## config.mk

```make
export PLATFORM = sky130hd
export DESIGN_NAME = cr_iu_rbus_retire
export DESIGN_NICKNAME = d
export VERILOG_FILES = /design/src/rtl/cr_iu_rbus_retire_pkg.sv /design/src/rtl/cr_iu_rbus_retire_st_cnt.sv /design/src/rtl/cr_iu_rbus_retire.sv
export SDC_FILE = /design/constraint.sdc
export NUM_CORES = 1
export LEC_CHECK = 0
export CAP_MARGIN = 10
export CORE_UTILIZATION = 40
export CTS_CLUSTER_SIZE = 40
export DETAILED_ROUTE_END_ITERATION = 16
export DONT_BUFFER_PORTS = 1
export GPL_TIMING_DRIVEN = 0
export SETUP_SLACK_MARGIN = 0.02
export SYNTH_ARGS = -nofsm -noshare
export SYNTH_HDL_FRONTEND = slang
export SYNTH_SLANG_ARGS = --single-unit
```

## constraint.sdc

```tcl
create_clock -name cpuclk -period 2 [get_ports cpuclk]
set_input_delay 0.2 -clock cpuclk [delete_from_list [all_inputs] [get_ports cpuclk]]
set_output_delay 0.2 -clock cpuclk [all_outputs]
set_load 0.03 [all_outputs]
```

## src/rtl/cr_iu_rbus_retire_pkg.sv

```systemverilog
// Shared types for the IU retire bus: source encoding, field widths and the
// layout of the one-entry retire stage.
package cr_iu_rbus_retire_pkg;

  localparam int unsigned EXPT_VEC_W = 5;
  localparam int unsigned GPR_IDX_W  = 5;
  localparam int unsigned GPR_DATA_W = 32;

  typedef enum logic [1:0] {
    SRC_SPECIAL = 2'd0,
    SRC_LSU     = 2'd1,
    SRC_ALU     = 2'd2,
    SRC_NONE    = 2'd3
  } rbus_src_e;

  typedef struct packed {
    logic                  vld;
    logic                  expt_vld;
    logic [EXPT_VEC_W-1:0] expt_vec;
    logic                  flush;
    logic                  wen;
    logic [GPR_IDX_W-1:0]  dst;
    logic [GPR_DATA_W-1:0] data;
  } rbus_stage_t;

endpackage

```

## src/rtl/cr_iu_rbus_retire_st_cnt.sv

```systemverilog
// Outstanding-store tracker for the retire bus.
// Ports:
//   clk_i, rst_n_i   clock and asynchronous active-low reset
//   inc_i            a store retired (issued to the bus)
//   dec_i            one store response returned
//   clr_store_i      a special flush is retiring; clear the sticky store flag
//   st_full_o        counter saturated
//   st_uncmplt_o     registered (count != 0)
//   store_o          sticky "store retired since last fence.i flush"
module cr_iu_rbus_st_cnt #(
  parameter int unsigned ST_CNT_W = 2
) (
  input  logic clk_i,
  input  logic rst_n_i,
  input  logic inc_i,
  input  logic dec_i,
  input  logic clr_store_i,
  output logic st_full_o,
  output logic st_uncmplt_o,
  output logic store_o
);

  localparam logic [ST_CNT_W-1:0] CNT_MAX = '1;

  logic [ST_CNT_W-1:0] cnt_q, cnt_d;
  logic                uncmplt_q;
  logic                store_q, store_d;

  // Increment at max and decrement at zero are dropped; inc+dec cancel.
  always_comb begin
    cnt_d = cnt_q;
    if (inc_i && !dec_i && (cnt_q != CNT_MAX)) begin
      cnt_d = cnt_q + ST_CNT_W'(1);
    end else if (dec_i && !inc_i && (cnt_q != '0)) begin
      cnt_d = cnt_q - ST_CNT_W'(1);
    end
  end

  // Set has priority over clear.
  always_comb begin
    store_d = store_q;
    if (inc_i) begin
      store_d = 1'b1;
    end else if (clr_store_i) begin
      store_d = 1'b0;
    end
  end

  always_ff @(posedge clk_i or negedge rst_n_i) begin
    if (!rst_n_i) begin
      cnt_q     <= '0;
      uncmplt_q <= 1'b0;
      store_q   <= 1'b0;
    end else begin
      cnt_q     <= cnt_d;
      uncmplt_q <= (cnt_d != '0);
      store_q   <= store_d;
    end
  end

  assign st_full_o    = (cnt_q == CNT_MAX);
  assign st_uncmplt_o = uncmplt_q;
  assign store_o      = store_q;

endmodule

```

## src/rtl/cr_iu_rbus_retire.sv

```systemverilog
// Retire-bus collector: fixed-priority (special > LSU > ALU) capture of
// single-cycle retire requests into a registered retire stage, which drives
// retire/exception/flush/GPR-writeback outputs, plus outstanding-store status.
// Ports:
//   cpuclk, cpurst_b            clock, asynchronous active-low reset
//   special_rbus_*              special unit retire request, flush, exception
//   lsu_rbus_*                  LSU retire request, writeback, store marker
//   alu_rbus_*                  ALU retire request and writeback
//   biu_st_cmplt                one store response returned
//   rbus_retire_*, rbus_gpr_*   retire stage outputs (one cycle after request)
//   wb_special_store            store retired since last fence.i flush
//   wb_special_st_uncmplt       stores outstanding
//   rbus_st_full                outstanding-store counter saturated
module cr_iu_rbus_retire
  import cr_iu_rbus_retire_pkg::*;
#(
  parameter int unsigned ST_CNT_W = 2
) (
  input  logic                  cpuclk,
  input  logic                  cpurst_b,
  input  logic                  special_rbus_req,
  input  logic                  special_rbus_flush,
  input  logic                  special_rbus_expt_vld,
  input  logic [EXPT_VEC_W-1:0] special_rbus_expt_vec,
  input  logic                  lsu_rbus_req,
  input  logic                  lsu_rbus_wb_vld,
  input  logic [GPR_IDX_W-1:0]  lsu_rbus_wb_dst,
  input  logic [GPR_DATA_W-1:0] lsu_rbus_wb_data,
  input  logic                  lsu_rbus_store,
  input  logic                  alu_rbus_req,
  input  logic [GPR_IDX_W-1:0]  alu_rbus_wb_dst,
  input  logic [GPR_DATA_W-1:0] alu_rbus_wb_data,
  input  logic                  biu_st_cmplt,
  output logic                  rbus_retire_vld,
  output logic                  rbus_retire_expt_vld,
  output logic [EXPT_VEC_W-1:0] rbus_retire_expt_vec,
  output logic                  rbus_retire_flush,
  output logic                  rbus_gpr_wen,
  output logic [GPR_IDX_W-1:0]  rbus_gpr_dst,
  output logic [GPR_DATA_W-1:0] rbus_gpr_data,
  output logic                  wb_special_store,
  output logic                  wb_special_st_uncmplt,
  output logic                  rbus_st_full
);

  rbus_src_e   src;
  rbus_stage_t stage_q, stage_d;
  logic        flush_now;
  logic        store_acc;

  assign flush_now = stage_q.flush | stage_q.expt_vld;

  always_comb begin
    src = SRC_NONE;
    if (special_rbus_req) begin
      src = SRC_SPECIAL;
    end else if (lsu_rbus_req) begin
      src = SRC_LSU;
    end else if (alu_rbus_req) begin
      src = SRC_ALU;
    end
  end

  // An idle or killed cycle loads an all-zero stage so every output drops.
  always_comb begin
    stage_d = '0;
    if (!flush_now) begin
      case (src)
        SRC_SPECIAL: begin
          stage_d.vld      = 1'b1;
          stage_d.expt_vld = special_rbus_expt_vld;
          stage_d.expt_vec = special_rbus_expt_vec;
          stage_d.flush    = special_rbus_flush;
        end
        SRC_LSU: begin
          stage_d.vld  = 1'b1;
          stage_d.wen  = lsu_rbus_wb_vld;
          stage_d.dst  = lsu_rbus_wb_dst;
          stage_d.data = lsu_rbus_wb_data;
        end
        SRC_ALU: begin
          stage_d.vld  = 1'b1;
          stage_d.wen  = 1'b1;
          stage_d.dst  = alu_rbus_wb_dst;
          stage_d.data = alu_rbus_wb_data;
        end
        default: stage_d = '0;
      endcase
    end
  end

  always_ff @(posedge cpuclk or negedge cpurst_b) begin
    if (!cpurst_b) begin
      stage_q <= '0;
    end else begin
      stage_q <= stage_d;
    end
  end

  assign rbus_retire_vld      = stage_q.vld;
  assign rbus_retire_expt_vld = stage_q.expt_vld;
  assign rbus_retire_expt_vec = stage_q.expt_vec;
  assign rbus_retire_flush    = flush_now;
  assign rbus_gpr_wen         = stage_q.wen & ~stage_q.expt_vld & (stage_q.dst != '0);
  assign rbus_gpr_dst         = stage_q.dst;
  assign rbus_gpr_data        = stage_q.data;

  assign store_acc = (src == SRC_LSU) & lsu_rbus_store & ~flush_now;

  cr_iu_rbus_st_cnt #(
    .ST_CNT_W (ST_CNT_W)
  ) u_st_cnt (
    .clk_i        (cpuclk),
    .rst_n_i      (cpurst_b),
    .inc_i        (store_acc),
    .dec_i        (biu_st_cmplt),
    .clr_store_i  (stage_q.flush),
    .st_full_o    (rbus_st_full),
    .st_uncmplt_o (wb_special_st_uncmplt),
    .store_o      (wb_special_store)
  );

endmodule

```

== Word-level counts from Yosys, hierarchy flattened ==
Index checks and enable logic that the tools add are counted.
Storage, ports and cells
  register bits: 50
  bits in latches: 0
  bits in writable memories: 0
  bits in read-only memories: 0
  bits of input ports: 89
  output and inout port bits: 49
  memories kept: 0
Cells by class
  add/subtract/negate cells: 2
  $mul: 0
  divide/modulo/power cells: 0
  magnitude comparators: 0
  equality and inequality tests: 4
  shifts and indexed selects: 0
  multiplexer cells: 11
  bitwise gates (word level): 7
  reductions and logical operators: 12
Operators with widths (number)
  $pmux W38 S2: 1
  $mux W46: 1
  $mux W2: 4
  $mux W7: 1
  $reduce_bool A2 Y1: 3
  $reduce_bool A5 Y1: 1
  $and A1 B1 Y1: 4
  $eq A2 B2 Y1 const B: 2
  $logic_and A1 B1 Y1: 4
  $mux W1: 4
  $reduce_or A3 Y1: 1
  $add A2 B1 Y2 const B: 1
  $eq A2 B1 Y1 const B: 1
  $logic_not A1 Y1: 2
  $logic_not A2 Y1: 1
  $ne A2 B2 Y1 const B: 1
  $not A1 Y1: 2
  $sub A2 B1 Y2 const B: 1
  $or A1 B1 Y1: 1

== Longest topological paths before layout ==
Gate-level depths: netlist (run 1).
  depth in word-level cells: 12
  mapped depth: 6
  mapped depth without buffers: 6

== Cells and area by module ==
A second synthesis (run 1) with hierarchy kept.
Unflattened totals
  cell total of the unflattened synthesis: 182
  area, all modules: 2351.0 um^2
Modules (own cells, without submodules)
  cr_iu_rbus_retire: instances 1, cells an instance 157, area an instance 2075.7 um^2, sequential area each 1151.1 um^2
  cr_iu_rbus_st_cnt: instances 1, cells an instance 25, area an instance 275.3 um^2, sequential area each 100.1 um^2

== Worst setup path after synthesis (run 1) ==
OpenSTA, ideal clock, no wires.
  kind: reg-to-reg
  start point: reg stage_q (netlist bit rbus_retire_expt_vld)
  end point: reg u_st_cnt.uncmplt_q, in the netlist u_st_cnt.st_uncmplt_o
  library setup time: 0.137 ns
  data arrival time: 1.486 ns
  data required time: 1.863 ns
  setup slack: 0.377 ns
  cell stages (with the launch flop): 6
  clock period less this slack: 1.623 ns
  path through: dfrtp_1 > nor2_4 > inv_2 > or4_4 > mux2i_1 > a22oi_1
Between the ends
  cells in the longest elaborated chain, start to end: 9
  elaborated cells on any way between the ends: 11
  classes of those cells: mux: 2; bitwise: 3; reduce/logical: 6
RTL lines
  start: declaration: RTL line cr_iu_rbus_retire.sv:47  | rbus_stage_t stage_q, stage_d;
  start signal: assignment: RTL line cr_iu_rbus_retire.sv:96  | stage_q <= stage_d;
  $or A1 B1 Y1 *: RTL line cr_iu_rbus_retire.sv:51  | assign flush_now = stage_q.flush | stage_q.expt_vld;
  $not A1 Y1 *: RTL line cr_iu_rbus_retire.sv:108  | assign store_acc = (src == SRC_LSU) & lsu_rbus_store & ~flush_now;
  $and A1 B1 Y1 *: RTL line cr_iu_rbus_retire.sv:108
  $logic_not A1 Y1: RTL line cr_iu_rbus_retire_st_cnt.sv:34  | end else if (dec_i && !inc_i && (cnt_q != '0)) begin
  $logic_and A1 B1 Y1 (2 in series): RTL line cr_iu_rbus_retire_st_cnt.sv:34
  $mux W2: RTL line cr_iu_rbus_retire_st_cnt.sv:34
  $mux W2 *: RTL line cr_iu_rbus_retire_st_cnt.sv:32  | if (inc_i && !dec_i && (cnt_q != CNT_MAX)) begin
  $reduce_bool A2 Y1 *: RTL line cr_iu_rbus_retire_st_cnt.sv:56  | uncmplt_q <= (cnt_d != '0);
  end signal: assignment: RTL line cr_iu_rbus_retire_st_cnt.sv:56
  end: declaration: RTL line cr_iu_rbus_retire_st_cnt.sv:26  | logic uncmplt_q;
Mark *: on every way between the ends. The rest lies on a longest branch, timed or not.
A chain may end at the register's enable or synchronous reset.

== Final worst setup path (run 1) ==
  start point: reg stage_q (netlist bit rbus_retire_expt_vld)
  end point: out rbus_gpr_wen
Between the ends
  cells in the longest elaborated chain, start to end: 3
RTL lines
  $not A1 Y1: RTL line cr_iu_rbus_retire.sv:104  | assign rbus_gpr_wen = stage_q.wen & ~stage_q.expt_vld & (stage_q.dst != '0);
  $and A1 B1 Y1 (2 in series): RTL line cr_iu_rbus_retire.sv:104
  end: declaration: RTL line cr_iu_rbus_retire.sv:38  | output logic rbus_gpr_wen,
No other way between the ends.

==> results of run 1 <==
[report_power, final]
part	internal, mW	total, mW	leakage, nW	switching (mW)
registers	1.10	1.18	0.662	0.0833
logic	0.203	0.544	0.556	0.341
clock network	0.533	0.855	0.0714	0.322
[worst paths after layout]
path                                 startpoint               endpoint  slack [ns]
min reg2reg                         stage_q[38]       u_st_cnt.store_o        0.53
max reg2reg                rbus_retire_expt_vld  u_st_cnt.st_uncmplt_o        0.17
max in group asynchronous              cpurst_b      rbus_gpr_data[24]        1.38
min                                alu_rbus_req        rbus_retire_vld        0.03
min in group asynchronous              cpurst_b      u_st_cnt.cnt_q[0]        0.40
max                        rbus_retire_expt_vld           rbus_gpr_wen        0.09
[cells by family (layout without fill, tap and decap cells)]
kind of cell,Yosys count,count (layout)
adder cells (fa/ha/maj),2,2
buffers and inverters,59,69
AO/OA/AOI/OAI,44,44
AND/OR/NAND/NOR,62,62
multiplexers,1,1
flip-flops,50,50
XOR/XNOR,1,1
[metal layers]
metal  wire length (um)  track usage [%]  share of wire [%]
met1               1890             20.1                 40
met2               2330             24.8                 49
met3                449             5.53                9.4
met4                 91             6.42                1.9
met5                  0                0                  0
[registers in the layout, summed over array words and instances, names as in the netlist, 2 cells and up]
| register | count |
|---|---|
| rbus_retire_expt_vec | 5 |
| rbus_gpr_dst | 5 |
| rbus_gpr_data | 32 |
| u_st_cnt.cnt_q | 2 |
| stage_q | 2 |
[per-stage QoR]
step | instance area (sq um) | std cells | total power [mW] | hold slack, ns | util (%)
floorplan | 2300 | 219 | 1.64 | -0.0956 | -
global placement | 2390 | 291 | 1.71 | -0.0946 | 43.2
detailed placement | 2390 | 291 | 1.72 | -0.0948 | 43.2
CTS | 2570 | 301 | 2.61 | 0.0245 | 46.4
global route | 2570 | 301 | 2.71 | 0.0223 | 46.4
finish | 2570 | 301 | 2.58 | 0.0322 | 46.4
[synth_stat cells (all sizes together), types with 4 or more instances]
master,number
a22oi,38
and3,7
buf,48
clkbuf,7
dfrtp,50
inv,4
nand2,4
nor2,41
[cell type report]
type | count | area (sq um) | share of cell area (%)
Timing Repair Buffer | 2 | 37.5 | 1.46
Sequential cell | 50 | 1250 | 48.6
Tap cell | 72 | 90.1 | 3.50
Buffer | 55 | 378 | 14.7
Clock inverter | 2 | 60.1 | 2.33
Inverter | 4 | 15.0 | 0.584
Multi-Input combinational cell | 110 | 658 | 25.6
Clock buffer | 6 | 82.6 | 3.21
[repair_timing]
| action | 4_1_cts | 5_1_grt |
|---|---|---|
| hold endpoints to repair | 50 | 0 |
| endpoints found under the setup margin | 1 | 0 |
| gates resized for setup | 1 | 0 |
| hold buffers | 2 | 0 |
==> out/results.txt, run 1 <==
row cnt: 27
HP Class: in2reg
Global Route Usage Sum: 15.9%
drt pass-1 iters: 4
LEAKAGE: 1.29 nW
CP Buf/Inv Count: 0
Clock Skew: 0.00758 ns
startpoint types: register
post-synthesis xor/xnor area fraction: 0.381%
Seq cells post-synth: 50
antenna violations before repair: 0
worst path required time: 1.80 ns
Worst path max stage delay: 0.86 ns
final setup vio count: 0
most frequent cells in the layout: 50 x dfrtp_1, 44 x buf_4, 40 x nor2_1
Setup crit end kind: output port
Seq/Total Area, Yosys: 54.4%
DR iter-0 viols: 70
Peak VDD IR: 0.000547 V
pin count of the biggest net entering global routing: 51
max-cap check violation count: 0
status: complete, no violations
Placer Congestion: 0.754
synth warn: 0
Fmax achieved: 524 MHz
ranking of synthesized cells by area: dfrtp_1 54%, buf_4 14%, a22oi_1 12%
Crit-path slowest cell: nor3b_1
ys async rst share: 100%
setup ws final: 0.0914 ns
CTS tree: built
total negative slack: 0 ns
Final Hold Viols: 0
compound-gate portion of the synthesized area: 14.1%
CP arrival: 1.71 ns
total CTS buffers: 5
Mapped Nets: 310
ANT cells: 0
routed vias: 1556
total grt overflow: 0
largest family of logic cells by synthesized area: buffers and inverters
Hold Crit Depth: 2
pre-CTS setup slack: 0.197 ns
Area Growth Syn to Fin: 11.8%
Clk pin slew, worst setup/hold paths: 0.09 ns
RSZ-0062 raised after global routing: false
actual slew at the worst max-slew pin: 0.976 ns
cell depth of the worst setup path: 1
Die Width: 77.8 um
Initial Util: 41.5%
PwrDens: 1000 mW/mm^2
final WL: 4.77 mm
Synth Cell Area: 0.00230 sq mm
simple-gate portion of the synthesized area: 12.6%
Sink Count: 50
residual DRC count: 0
average vias per placed instance: 5.17
die area: 0.00606 sq mm
fin crit period: 1.91 ns
hpwl dp: 3.48 mm
multiplexer share of the synthesized area: 0.435%
Nets: 319
commonest non-fill, non-tap cell in the layout: dfrtp_1
Max Root-Sink Buffers: 2
post-synthesis instance total: 219
core outline area: 0.00554 sq mm
FILL cells: 545
Clock Latency Late Sink: 0.30 ns
post-route ant nets: 0
Post-CTS Setup Inserts: 0
crit-path cells: nor3b_1
layout cell share with drive strength beyond 1: 26.6%
Final Max Slew Viols: 0
CP delay by family, top: simple AND/OR/NAND/NOR gates
cell taking the most area after synthesis: dfrtp_1
first-pass GRT wire length: 7.30 mm
Wirelength per Cell: 15.8 um
input/output buffers: 0
Slew HR: 34.8%
Synth Area in Adders: 1.09%
DIE HEIGHT: 77.8 um
Avg Cell Area, Syn: 10.5 sq um
period utilization: 95.4%
CP Max Fanout: 3
Clk Tree Root Cell: clkbuf_8
top-area cell type share of the netlist area: 54.4%
Post-synth EDFFs: 0
top_reg_cell synth: dfrtp_1
htree depth: 2
boundary pin count: 138
vias in the first global route: 1456
post-synth cell types: 26
R2R cell count: 5
critical path type: reg2out
No activity file was read; power rests on OpenSTA's default activity.
==> run 2: changes to the inputs <==
--- a/config.mk
+++ b/config.mk
@@ -11,6 +11,7 @@
 export DETAILED_ROUTE_END_ITERATION = 16
 export DONT_BUFFER_PORTS = 1
 export GPL_TIMING_DRIVEN = 0
+export PLACE_DENSITY = 0.58
 export SETUP_SLACK_MARGIN = 0.02
 export SYNTH_ARGS = -nofsm -noshare
 export SYNTH_HDL_FRONTEND = slang
==> out/results.txt, run 2 (synthesized netlist as in run 1, its figures left out) <==
Fmax achieved: 528 MHz (+0.77%)
total negative slack: 0 ns (unchanged)
setup ws final: 0.106 ns (+0.0147 ns)
row cnt: 27 (unchanged)
Final Power: 2.31 mW (-10%)
boundary pin count: 138 (unchanged)
ANT cells: 0 (unchanged)
Nets: 319 (unchanged)
startpoint types: register
post-route ant nets: 0 (unchanged)
Clk pin slew, worst setup/hold paths: 0.09 ns (about the same)
Clock Skew: 0.00640 ns (-0.00118 ns)
Clk Tree Root Cell: clkbuf_8
critical path type: reg2out
period utilization: 94.7% (-0.73 points)
residual DRC count: 0 (unchanged)
worst path required time: 1.80 ns (about the same)
Setup crit end kind: output port
CP arrival: 1.69 ns (-0.02 ns)
Sink Count: 50 (unchanged)
Placer Congestion: 0.683 (-9.5%)
pre-CTS setup slack: 0.208 ns (+0.0107 ns)
total CTS buffers: 5 (unchanged)
max-cap check violation count: 0 (unchanged)
Global Route Usage Sum: 15.7% (-0.25 points)
average vias per placed instance: 5.06 (-2.2%)
die area: 0.00606 sq mm (unchanged)
placed cell area: 0.00239 sq mm (unchanged)
Area Growth Syn to Fin: 9.57%
Hold Crit Depth: 2 (unchanged)
Hold WS: 0.0416 ns (+0.00941 ns)
Worst path max stage delay: 0.86 ns (about the same)
DR iter-0 viols: 54 (-23%)
Initial Util: 41.5% (unchanged)
hpwl dp: 3.44 mm (-1.1%)
Die Width: 77.8 um (unchanged)
actual slew at the worst max-slew pin: 0.966 ns (-0.0102 ns)
RSZ-0062 raised after global routing: false
Crit-path slowest cell: nor3b_1
CTS tree: built
HP Class: in2reg
CP delay by family, top: simple AND/OR/NAND/NOR gates
CP Buf/Inv Count: 0 (unchanged)
r2r endpoint: u_st_cnt.st_uncmplt_o
DIE HEIGHT: 77.8 um (unchanged)
Hold EP: rbus_retire_vld
FILL cells: 558 (+2.4%)
first-pass GRT wire length: 7.17 mm (-1.8%)
most frequent cells in the layout: 50 x dfrtp_1, 44 x buf_4, 40 x nor2_1
crit-path cells: nor3b_1
origin of the worst min-delay path: alu_rbus_req
core outline area: 0.00554 sq mm (unchanged)
Wirelength per Cell: 15.4 um (-2.5%)
status: complete, no violations
commonest non-fill, non-tap cell in the layout: dfrtp_1
final WL: 4.65 mm (-2.5%)
Final Hold Viols: 0 (unchanged)
Final Max Slew Viols: 0 (unchanged)
fin crit period: 1.89 ns (-0.0147 ns)
htree depth: 2 (unchanged)
Post-CTS Setup Inserts: 0 (unchanged)
final setup vio count: 0 (unchanged)
LEAKAGE: 1.27 nW (-1.8%)
Peak VDD IR: 0.000523 V (-4.4%)
Slew HR: 35.5% (+0.68 points)
total grt overflow: 0 (unchanged)
max FFs per register: 32 (unchanged)
CP Max Fanout: 3 (unchanged)
input/output buffers: 0 (unchanged)
r2r startpoint: rbus_retire_expt_vld
R2R cell count: 5 (unchanged)
routed vias: 1522 (-2.2%)
vias in the first global route: 1446 (-0.69%)
pin count of the biggest net entering global routing: 51 (unchanged)
PwrDens: 917 mW/mm^2 (-8.6%)
antenna violations before repair: 0 (unchanged)
drt pass-1 iters: 4 (unchanged)
layout cell share with drive strength beyond 1: 26.2% (-0.44 points)
Max Root-Sink Buffers: 2 (unchanged)
Register-to-Register Setup Slack: 0.21 ns (+0.04 ns)
Clock Latency Late Sink: 0.29 ns (about the same)
post-route cell area: 0.00252 sq mm (-2.0%)
run 2: worst max-delay path by stage:
stage | start | cells past startpoint | slack (ns) | to
final | rbus_retire_expt_vld | 1 | 0.11 | rbus_gpr_wen
after global routing | rbus_retire_expt_vld | 1 | 0.03 | rbus_gpr_wen
after CTS | rbus_retire_expt_vld | 1 | 0.08 | rbus_gpr_wen
after detailed placement | rbus_retire_expt_vld | 5 | 0.21 | u_st_cnt.st_uncmplt_o
after global placement | rbus_retire_expt_vld | 5 | 0.23 | u_st_cnt.st_uncmplt_o
after floorplan | rbus_retire_expt_vld | 5 | 0.38 | u_st_cnt.st_uncmplt_o
run 2: metal layers:
| layer | global-route usage [%] | up-vias | wire length (um) |
|---|---|---|---|
| li1 | - | 723 | - |
| met4 | 4.15 | 0 | 31 |
| met5 | 0 | - | 0 |
| met3 | 4.35 | 4 | 358 |
| met1 | 20.2 | 717 | 1930 |
| met2 | 25.8 | 78 | 2320 |
run 2: area by class of cell:
class                           count  area, sq um  share of cell area, %
Sequential cell                    50         1250                   49.6
Multi-Input combinational cell    110          658                   26.1
Buffer                             55          378                   15.0
Tap cell                           72         90.1                   3.57
Clock buffer                        7         86.3                   3.42
Timing Repair Buffer                2         37.5                   1.49
Inverter                            4         15.0                  0.596
Clock inverter                      1         5.00                  0.199
run 2: repair_timing:
action | in CTS | in global routing
setup endpoints to repair | 1 | 0
gates resized for setup | 1 | 0
endpoints found under the hold margin | 50 | 0
hold buffers | 2 | 0
run 2: through the flow:
| stage | std cells | util, % |
|---|---|---|
| after floorplan | 219 | - |
| after global placement | 291 | 43.2 |
| after detailed placement | 291 | 43.2 |
| after CTS | 301 | 45.5 |
| after global routing | 301 | 45.5 |
| final | 301 | 45.5 |
run 2: where the power goes:
part | switching (mW) | leakage, nW | internal (mW)
sequential | 0.0817 | 0.662 | 1.10
combinational | 0.336 | 0.556 | 0.203
clock | 0.313 | 0.0482 | 0.280
